`config.mk`:
```
export PLATFORM = sky130hd
export DESIGN_NAME = mmio_io_hub
export DESIGN_NICKNAME = d
export VERILOG_FILES = /design/src/rtl/mmio_io_hub.sv
export SDC_FILE = /design/constraint.sdc
export NUM_CORES = 1
export LEC_CHECK = 0
export CAP_MARGIN = 20
export CORE_MARGIN = 5
export CORE_UTILIZATION = 40
export CTS_CLUSTER_DIAMETER = 200
export DETAILED_ROUTE_END_ITERATION = 7
export GPL_ROUTABILITY_DRIVEN = 0
export GPL_TIMING_DRIVEN = 0
export PLACE_DENSITY = 0.66
export SETUP_SLACK_MARGIN = 0.05
export SYNTH_ARGS = -nofsm -noshare
export SYNTH_HDL_FRONTEND = slang
export SYNTH_SLANG_ARGS = --single-unit
```
`constraint.sdc`:
```
create_clock -name clk -period 6.68 [get_ports clk]
set_input_delay 1.336 -clock clk [delete_from_list [all_inputs] [get_ports clk]]
set_output_delay 1.336 -clock clk [all_outputs]
set_load 0.01 [all_outputs]
```
`src/rtl/mmio_io_hub.sv`:
```
// +----------------------------------------------------------------------------+
// | mmio_io_hub : memory-mapped hub for buffered input channels, output regs,  |
// |               sticky bus-fault capture and a level interrupt.              |
// | Revision    : 1.0                                                          |
// +----------------------------------------------------------------------------+
`default_nettype none

module mmio_io_hub #(
  parameter int            AW         = 12,
  parameter int            DW         = 16,
  parameter int            N_IN       = 2,
  parameter int            FIFO_DEPTH = 4,
  parameter int            N_OUT      = 2,
  parameter logic [AW-1:0] IO_BASE    = 12'h900,
  parameter logic [AW-1:0] OUT_BASE   = 12'hb00
) (
  input  logic                clk,
  input  logic                rst_n,
  input  logic [AW-1:0]       address,
  input  logic [DW-1:0]       cpu_wdata,
  input  logic                memwt,
  input  logic                rd,
  output logic                hub_sel,
  output logic [DW-1:0]       hub_rdata,
  input  logic [N_IN*DW-1:0]  in_data,
  input  logic [N_IN-1:0]     in_valid,
  output logic [N_OUT*DW-1:0] out_regs,
  output logic                irq
);

  localparam int            c_PW       = $clog2(FIFO_DEPTH);
  localparam int            c_CW       = c_PW + 1;
  localparam logic [DW-1:0] c_UNMAPPED = DW'(16'hF345);

  // Both windows are 256-aligned, so a window hit is an upper-bit match.
  logic       w_io_hit;
  logic       w_out_hit;
  logic [7:0] w_off;
  logic       w_rd_only;
  logic       w_fault_sel;
  logic       w_fault_clr;
  logic       w_mapped;
  logic       w_unmapped_acc;

  logic [N_IN-1:0]          w_data_sel;
  logic [N_IN-1:0]          w_stat_sel;
  logic [N_IN-1:0]          w_irq_src;
  logic [N_IN-1:0][DW-1:0]  w_head;
  logic [N_IN-1:0][DW-1:0]  w_stat;
  logic [N_OUT-1:0]         w_out_sel;
  logic [N_OUT-1:0][DW-1:0] r_out;

  logic          r_fault;
  logic [AW-1:0] r_fault_addr;
  logic          r_irq;
  logic [DW-1:0] w_rdata;

  assign w_io_hit    = (address[AW-1:8] == IO_BASE[AW-1:8]);
  assign w_out_hit   = (address[AW-1:8] == OUT_BASE[AW-1:8]);
  assign w_off       = address[7:0];
  assign hub_sel     = w_io_hit | w_out_hit;
  assign w_rd_only   = rd & ~memwt;
  assign w_fault_sel = w_io_hit & (w_off == 8'hFF);
  assign w_fault_clr = w_fault_sel & w_rd_only;

  assign w_mapped       = w_fault_sel | (|w_data_sel) | (|w_stat_sel) | (|w_out_sel);
  assign w_unmapped_acc = hub_sel & ~w_mapped & (rd | memwt);

  generate
    for (genvar i = 0; i < N_IN; i++) begin : g_ch
      logic [DW-1:0]   r_mem [FIFO_DEPTH];
      logic [c_PW-1:0] r_rd_ptr;
      logic [c_PW-1:0] r_wr_ptr;
      logic [c_CW-1:0] r_count;
      logic            r_ovf;
      logic            r_ie;
      logic            w_ne;
      logic            w_full;
      logic            w_pop;
      logic            w_drop;
      logic            w_push;
      logic            w_stat_wr;

      assign w_data_sel[i] = w_io_hit & (w_off == 8'(2 * i));
      assign w_stat_sel[i] = w_io_hit & (w_off == 8'(2 * i + 1));

      assign w_ne      = (r_count != '0);
      assign w_full    = (r_count == c_CW'(FIFO_DEPTH));
      assign w_pop     = w_rd_only & w_data_sel[i] & w_ne;
      // A pop in the same cycle frees the slot the push is about to use.
      assign w_drop    = in_valid[i] & w_full & ~w_pop;
      assign w_push    = in_valid[i] & ~w_drop;
      assign w_stat_wr = memwt & w_stat_sel[i];

      always_ff @(posedge clk) begin
        if (w_push) begin
          r_mem[r_wr_ptr] <= in_data[i*DW +: DW];
        end
      end

      always_ff @(posedge clk or negedge rst_n) begin
        if (!rst_n) begin
          r_rd_ptr <= '0;
          r_wr_ptr <= '0;
          r_count  <= '0;
          r_ovf    <= 1'b0;
          r_ie     <= 1'b0;
        end else begin
          if (w_push) r_wr_ptr <= r_wr_ptr + 1'b1;
          if (w_pop)  r_rd_ptr <= r_rd_ptr + 1'b1;
          if (w_push && !w_pop)      r_count <= r_count + 1'b1;
          else if (w_pop && !w_push) r_count <= r_count - 1'b1;
          // A fresh overflow outranks a simultaneous software clear.
          if (w_drop)                         r_ovf <= 1'b1;
          else if (w_stat_wr && cpu_wdata[2]) r_ovf <= 1'b0;
          if (w_stat_wr) r_ie <= cpu_wdata[3];
        end
      end

      assign w_head[i]    = w_ne ? r_mem[r_rd_ptr] : '0;
      assign w_stat[i]    = DW'({5'(r_count), r_ie, r_ovf, w_full, w_ne});
      assign w_irq_src[i] = w_ne & r_ie;
    end

    for (genvar j = 0; j < N_OUT; j++) begin : g_out
      assign w_out_sel[j] = w_out_hit & (w_off == 8'(j));

      always_ff @(posedge clk or negedge rst_n) begin
        if (!rst_n) begin
          r_out[j] <= '0;
        end else if (memwt && w_out_sel[j]) begin
          r_out[j] <= cpu_wdata;
        end
      end
    end
  endgenerate

  // First fault is held until read-cleared; a new fault on the clearing edge wins.
  always_ff @(posedge clk or negedge rst_n) begin
    if (!rst_n) begin
      r_fault      <= 1'b0;
      r_fault_addr <= '0;
      r_irq        <= 1'b0;
    end else begin
      if (w_unmapped_acc && (!r_fault || w_fault_clr)) begin
        r_fault      <= 1'b1;
        r_fault_addr <= address;
      end else if (w_fault_clr) begin
        r_fault      <= 1'b0;
        r_fault_addr <= '0;
      end
      r_irq <= |w_irq_src;
    end
  end

  always_comb begin
    w_rdata = c_UNMAPPED;
    if (w_fault_sel) begin
      w_rdata           = '0;
      w_rdata[DW-1]     = r_fault;
      w_rdata[AW-1:0]   = r_fault_addr;
    end
    for (int i = 0; i < N_IN; i++) begin
      if (w_data_sel[i]) w_rdata = w_head[i];
      if (w_stat_sel[i]) w_rdata = w_stat[i];
    end
    for (int j = 0; j < N_OUT; j++) begin
      if (w_out_sel[j]) w_rdata = r_out[j];
    end
  end

  assign hub_rdata = w_rdata;
  assign out_regs  = r_out;
  assign irq       = r_irq;

endmodule

`default_nettype wire

```
==> summary.txt, run 1 <==
Run status
  • Status: completed

Synthesis
  • Post-synthesis cell area: about 8500 um^2
  • Yosys top cell area share: 45.07%
  • Synth unique cells: 67
  • Post-Syn Instances: around 570
  • Flop and latch count out of synthesis: approximately 190
  • Cell taking the most area after synthesis: edfxtp_1
  • Synth area leaders: edfxtp_1 45%, dfrtp_1 19%, mux4_2 8.5%
  • Register area share after synthesis: between 60 and 70%
  • Asr flop ratio synth: 33.33%
  • Post-synthesis net count: approximately 640
  • EDFF count, synth: 128
  • Syn avg cell area: between 15 and 20 um^2
  • Yosys warns: 0
  • Main flop type after synthesis: edfxtp_1

Place
  • I/O Buffers: approximately 110
  • Worst slack, placed: 0.7078 ns
  • Placed inst area: 10010 um^2
  • Post-DP HPWL: 15.68 mm

Floorplan
  • Die Width: about 160 um
  • Rows: between 50 and 60
  • Top-level port count: roughly 120
  • Initial Utilization: between 40% and 50%
  • DIE AREA: between 20000 and 25000 um^2
  • Die H: approximately 160 um
  • Core Area: roughly 21000 um^2

Setup path
  • Critical Path RT: between 5 and 6 ns
  • Worst R2R Setup Slack: between 3 and 4 ns
  • Slowest stage delay, CP: roughly 0.71 ns
  • Worst Setup End Kind: output port
  • CP max-delay cell: buf_1
  • Worst Setup Path Type: primary input to output port
  • Worst path arrival time: roughly 4.7 ns
  • Critical path peak fanout: 10
  • Crit path launch type: primary input
  • CP cell instances: clkdlybuf4s50_1 -> clkbuf_1 -> clkbuf_1 -> buf_1 -> mux2i_1 -> a22oi_1 -> clkdlybuf4s50_1

Global routing
  • Initial antenna violation count: 1
  • Vias in the first global route: about 5.5k
  • GRT Total Usage: between 10% and 20%
  • First-pass GRT wire length: ~33 mm
  • Largest net degree at the start of global routing: 34
  • GRT Residual Overflow: 0

Finish
  • Final core occ: a little over 50%
  • Final instance area: approximately 11000 um^2
  • Commonest cells after routing, fill and taps aside: 128 x edfxtp_1, 111 x clkdlybuf4s50_1, 64 x dfrtp_1
  • Fraction of layout cells with a size suffix above 1: between 10% and 20%
  • P&R area growth vs syn: 24.53%
  • Total Nets Final: just under 800
  • Commonest non-fill, non-tap cell in the layout: edfxtp_1
  • ANT cells: 0

Timing
  • Rel. slew slack: about two fifths
  • RSZ-0062 raised after global routing: false
  • Setup TNS: 0 ns
  • Worst slew pin tran: just under 0.9 ns
  • Clock skew: approximately 0.016 ns
  • Max-slew violation count: 0
  • Tcrit/Tclk final: roughly nine tenths
  • Final min period: 6.051 ns
  • Fmax: about 170 MHz
  • Final setup viols: 0
  • Setup ws final: roughly 0.63 ns
  • Hold_ws: a little under 0.5 ns
  • Final Hold Fails: 0

Pwr
  • Pwr dens: 289.3 nW/um^2
  • Max VDD drop: 0.0001860 V
  • Pleak: 3.908 nW

Drt
  • DR vias/cell: 5.646
  • Initial detailed-routing violation count: between 800 and 900
  • Vias post-DR: between 5k and 6k
  • Routed WL per cell: about 22 um
  • DRT antenna net count: 0
  • Wirelength, routed: roughly 21 mm
  • DRC: 0
  • First-pass DRT Iterations: 6

Clock tree
  • CTS clk-pin slew, worst paths: around 0.07 ns
  • CTS H-Tree Depth: 4
  • Clock sinks: around 190
  • CTS resizes: 0
  • Clk_lat worst skew: roughly 0.44 ns
  • Setup bufs post-CTS: 0
  • Root buf cell: clkbuf_16
  • CTS max path bufs: 2
  • CTS Buf Count: 17
  • CTS tree: yes
  • Hold_buf cts: 0

Flow run
  • Max-Cap Viols: 0

Hold path
  • Class of the worst hold path: register to register
-- cells in the mapped netlist, types with 3 or more instances --
cell type and n:
edfxtp_1 128, buf_2 7, mux2_2 37, xnor2_1 9
o2bb2ai_1 3, a222oi_1 4, a22oi_1 7, mux4_2 32
nand4_1 4, o22ai_1 6, nor2b_1 6, nor2_1 17
nor3b_1 3, o21ai_0 24, and2_2 5, clkbuf_1 20
mux2i_1 11, ha_1 10, inv_1 18, dfrtp_1 64
nor3_1 8, or3_1 3, a21oi_1 22, a21o_1 9
and3_1 8, nand3_1 10, nand2_1 36, xor2_1 3
-- kinds of logic after synthesis --
logic type	count (synthesis)	share of synthesized area [%]
AO/OA/AOI/OAI	99	7.850
buffers and inverters	48	2.347
flip-flops	192	63.85
adder cells (fa/ha/maj)	12	1.937
XOR/XNOR	12	1.233
multiplexers	81	14.80
AND/OR/NAND/NOR	122	7.981
-- per-stage QoR --
step                instances  total power (W)
floorplan                 566         0.001875
global placement          953         0.002044
detailed placement        954         0.002082
CTS                       986         0.003105
global route              986         0.003211
finish                    986         0.003072
-- worst max-delay path, delay by kind of cell --
kind                   cells  cell delay (ns)
buffers and inverters      5             2.75
muxes                      1             0.30
AOI/OAI and AO/OA          1             0.33
-- path summary, 6_finish.rpt --
check                      cells after the start                  end               start
max                                            7         hub_rdata[5]          address[0]
min                                            1     r_fault_addr[11]    r_fault_addr[11]
max reg2reg                                   10   g_ch[1].r_count[2]  g_ch[1].r_count[0]
min reg2reg                                    1     r_fault_addr[11]    r_fault_addr[11]
max in group asynchronous                      2  g_ch[1].r_wr_ptr[0]               rst_n
min in group asynchronous                      1         out_regs[10]               rst_n
-- sequential cells by signal, summed over array words and instances, names as in the netlist --
name / flops
g_ch.r_mem: 128
out_regs: 32
r_fault_addr: 12
g_ch.r_count: 6
g_ch.r_rd_ptr: 4
g_ch.r_wr_ptr: 4
g_ch.r_ie: 2
g_ch.r_ovf: 2
irq: 1
r_fault: 1
-- layout make-up --
class                      count  area, um^2
buffer                        30       132.6
clock buffer                  17       425.4
clock inverter                15       186.4
fill                        1745       10400
inverter                      18       67.56
multi-input combinational    326        2883
sequential                   192        5445
tap                          275       344.1
timing repair buffer         113        1136
-- metal layers --
layer | up-vias | GRT usage (%) | routed length [um]
met5 | - | 0 | 13
met4 | 2 | 5.294 | 389
met3 | 32 | 4.355 | 1682
met2 | 256 | 27.72 | 10170
met1 | 2819 | 25.59 | 9152
li1 | 2458 | - | -
-- report_power, final --
group	internal, W	switching, W	total [W]	leakage [nW]
sequential	0.00151	0.0000868	0.00159	2.01
combinational	0.000186	0.000272	0.000458	1.60
clock	0.000511	0.000511	0.00102	0.297
Power figures use the tool's default switching activity.
==> run 2, diff against run 1 <==
Settings changed: CORE_ASPECT_RATIO set to 0.5.
==> summary.txt, run 2 (synthesis results as in run 1) <==
Finish
  • Total Nets Final: 775 (-0.13%)
  • Final instance area: 10560 um^2 (-0.60%)
  • Fraction of layout cells with a size suffix above 1: 18.03% (-0.54 points)
  • ANT cells: 0 (unchanged)
  • Reg with most FFs: g_ch.r_mem
  • Fill count: 1776 (+1.8%)
  • P&R area growth vs syn: 23.78%
  • Largest register FFs: 128 (unchanged)
  • Commonest non-fill, non-tap cell in the layout: edfxtp_1
  • Non-filler cells, final: 983 (-0.30%)
  • Commonest cells after routing, fill and taps aside: 128 x edfxtp_1, 111 x clkdlybuf4s50_1, 64 x dfrtp_1

Global routing
  • GRT Residual Overflow: 0 (unchanged)
  • Grt peak-use layer: met2
  • Met1 Usage GRT: 23.13% (-2.5 points)
  • M2 GR Usage: 28.88% (+1.2 points)
  • Initial antenna violation count: 0 (-1)
  • Largest net degree at the start of global routing: 65 (+91%)
  • GRT Total Usage: 17.45% (-0.55 points)
  • Vias in the first global route: 5608 (+1.6%)
  • Met3 Use GR: 4.223% (-0.13 points)
  • First-pass GRT wire length: 32.48 mm (-2.2%)

Timing
  • Tcrit/Tclk final: 90.81% (+0.22 points)
  • Final min period: 6.066 ns (+0.01499 ns)
  • Final setup viols: 0 (unchanged)
  • Setup ws final: 0.6140 ns (-0.01499 ns)
  • RSZ-0062 raised after global routing: false
  • Rel. slew slack: 43.10% (+1.6 points)
  • Fmax: 164.9 MHz (-0.25%)
  • Setup TNS: 0 ns (unchanged)
  • Clock skew: 0.01123 ns (-0.004780 ns)
  • Final Hold Fails: 0 (unchanged)
  • Max-slew violation count: 0 (unchanged)
  • Worst slew pin tran: 0.8534 ns (-0.02384 ns)

Drt
  • DRT antenna net count: 0 (unchanged)
  • Vias post-DR: 5446 (-2.2%)
  • Routed WL per cell: 21.51 um (-0.93%)
  • Initial detailed-routing violation count: 534 (-39%)
  • First-pass DRT Iterations: 5 (-1)
  • DR vias/cell: 5.540 (-1.9%)
  • DRC: 0 (unchanged)
  • Wirelength, routed: 21.15 mm (-1.2%)

Floorplan
  • Die Width: 216.5 um (+39%)
  • Rows: 37 (-30%)
  • Initial Utilization: 41.12% (+0.55 points)
  • Top-level port count: 116 (unchanged)
  • Die H: 113.3 um (-27%)
  • Core Area: 20740 um^2 (-1.3%)
  • DIE AREA: 24520 um^2 (+0.73%)

Pwr
  • Pwr dens: 287.6 nW/um^2 (-0.59%)
  • Pleak: 3.867 nW (-1.1%)
  • Max VDD drop: 0.0001878 V (+0.94%)

Clock tree
  • Clk_lat worst skew: 0.44 ns (about the same)
  • CTS Buf Count: 17 (unchanged)
  • CTS clk-pin slew, worst paths: 0.07 ns (about the same)
  • CTS max path bufs: 2 (unchanged)
  • CTS resizes: 0 (unchanged)
  • Root buf cell: clkbuf_16
  • Clock sinks: 192 (unchanged)
  • CTS H-Tree Depth: 4 (unchanged)
  • Setup bufs post-CTS: 0 (unchanged)
  • CTS tree: yes
  • Hold_buf cts: 0 (unchanged)

Run status
  • Status: completed

Setup path
  • Critical Path RT: 5.34 ns (about the same)
  • R2r endpoint: g_ch[1].r_count[2]
  • Worst R2R Setup Slack: 3.99 ns (+0.02 ns)
  • Critical path peak fanout: 10 (unchanged)
  • CP cell instances: clkdlybuf4s50_1 -> clkbuf_1 -> clkbuf_1 -> buf_1 -> mux2i_1 -> a22oi_1 -> clkdlybuf4s50_1
  • Slowest stage delay, CP: 0.69 ns (-0.02 ns)
  • CP max-delay cell: buf_1
  • Worst Setup End Kind: output port
  • RR Startpoint: g_ch[1].r_count[0]
  • Worst reg2reg path depth: 10 (unchanged)
  • Crit path launch type: primary input
  • Worst Setup Path Type: primary input to output port
  • Worst path arrival time: 4.73 ns (+0.02 ns)

Hold path
  • Min-Delay Endpoint: r_fault_addr[8]
  • Class of the worst hold path: register to register
  • Hold Crit Start: r_fault_addr[8]
  • Hold path depth: 1 (unchanged)

Place
  • Placed inst area: 9988 um^2 (-0.20%)
  • Placed insts: 951 (-0.31%)
  • I/O Buffers: 112 (unchanged)
  • Post-DP HPWL: 15.27 mm (-2.6%)
  • Worst slack, placed: 0.6787 ns (-0.02903 ns)

Flow run
  • Max-Cap Viols: 0 (unchanged)
[run 2: cell count changes in the layout (fill, tap and decap cells not counted), sizes merged]
| cell | before | now |
|---|---|---|
| buf | 12 | 11 |
| bufinv | 0 | 2 |
| clkbuf | 37 | 39 |
| clkinv | 8 | 3 |
| inv | 25 | 21 |
| clkinvlp | 0 | 5 |
[run 2: stage by stage]
stage	power, W	util [%]	hold slack (ns)
2_1_floorplan	0.001875	-	0.4505
3_3_place_gp	0.002048	48.17	0.4612
3_5_place_dp	0.002074	48.16	0.4688
4_1_cts	0.003067	50.90	0.4835
5_1_grt	0.003179	50.90	0.4915
6_report	0.003036	50.90	0.4832
[run 2: layer usage]
metal | share of wire (%) | wire length (um) | up-vias
met5 | 0 | 0 | -
met4 | 1.8 | 376 | 0
met3 | 6.0 | 1270 | 30
met2 | 50 | 10500 | 186
met1 | 43 | 9002 | 2788
li1 | - | - | 2442
[run 2: where the power goes]
group	internal [W]	switching, W	total, W	leakage, nW
combinational	0.000184	0.000267	0.000451	1.59
sequential	0.00151	0.0000856	0.00159	2.01
clock	0.000551	0.000442	0.000993	0.264
total	0.00224	0.000794	0.00304	3.87
[run 2: how the worst max path moves through the flow]
stage,startpoint,to,depth (start not counted)
after floorplan,address[3],hub_rdata[6],5
after global placement,address[0],hub_rdata[5],7
after detailed placement,address[0],hub_rdata[5],7
after CTS,address[0],hub_rdata[5],7
after global routing,address[0],hub_rdata[5],7
final,address[0],hub_rdata[5],7
[run 2: cell type report]
class / count / area (um^2) / share of cell area, %
Buffer: 30 / 132.6 / 1.256
Clock buffer: 19 / 432.9 / 4.101
Clock inverter: 13 / 135.1 / 1.280
Inverter: 18 / 67.56 / 0.6400
Multi-Input combinational cell: 326 / 2883 / 27.31
Sequential cell: 192 / 5445 / 51.58
Tap cell: 273 / 341.6 / 3.236
Timing Repair Buffer: 112 / 1119 / 10.60
[run 2: critical path: cells and delay by family]
kind | cells | cell delay [ns]
mux | 1 | 0.27
buf+inv | 5 | 2.80
compound gates | 1 | 0.31
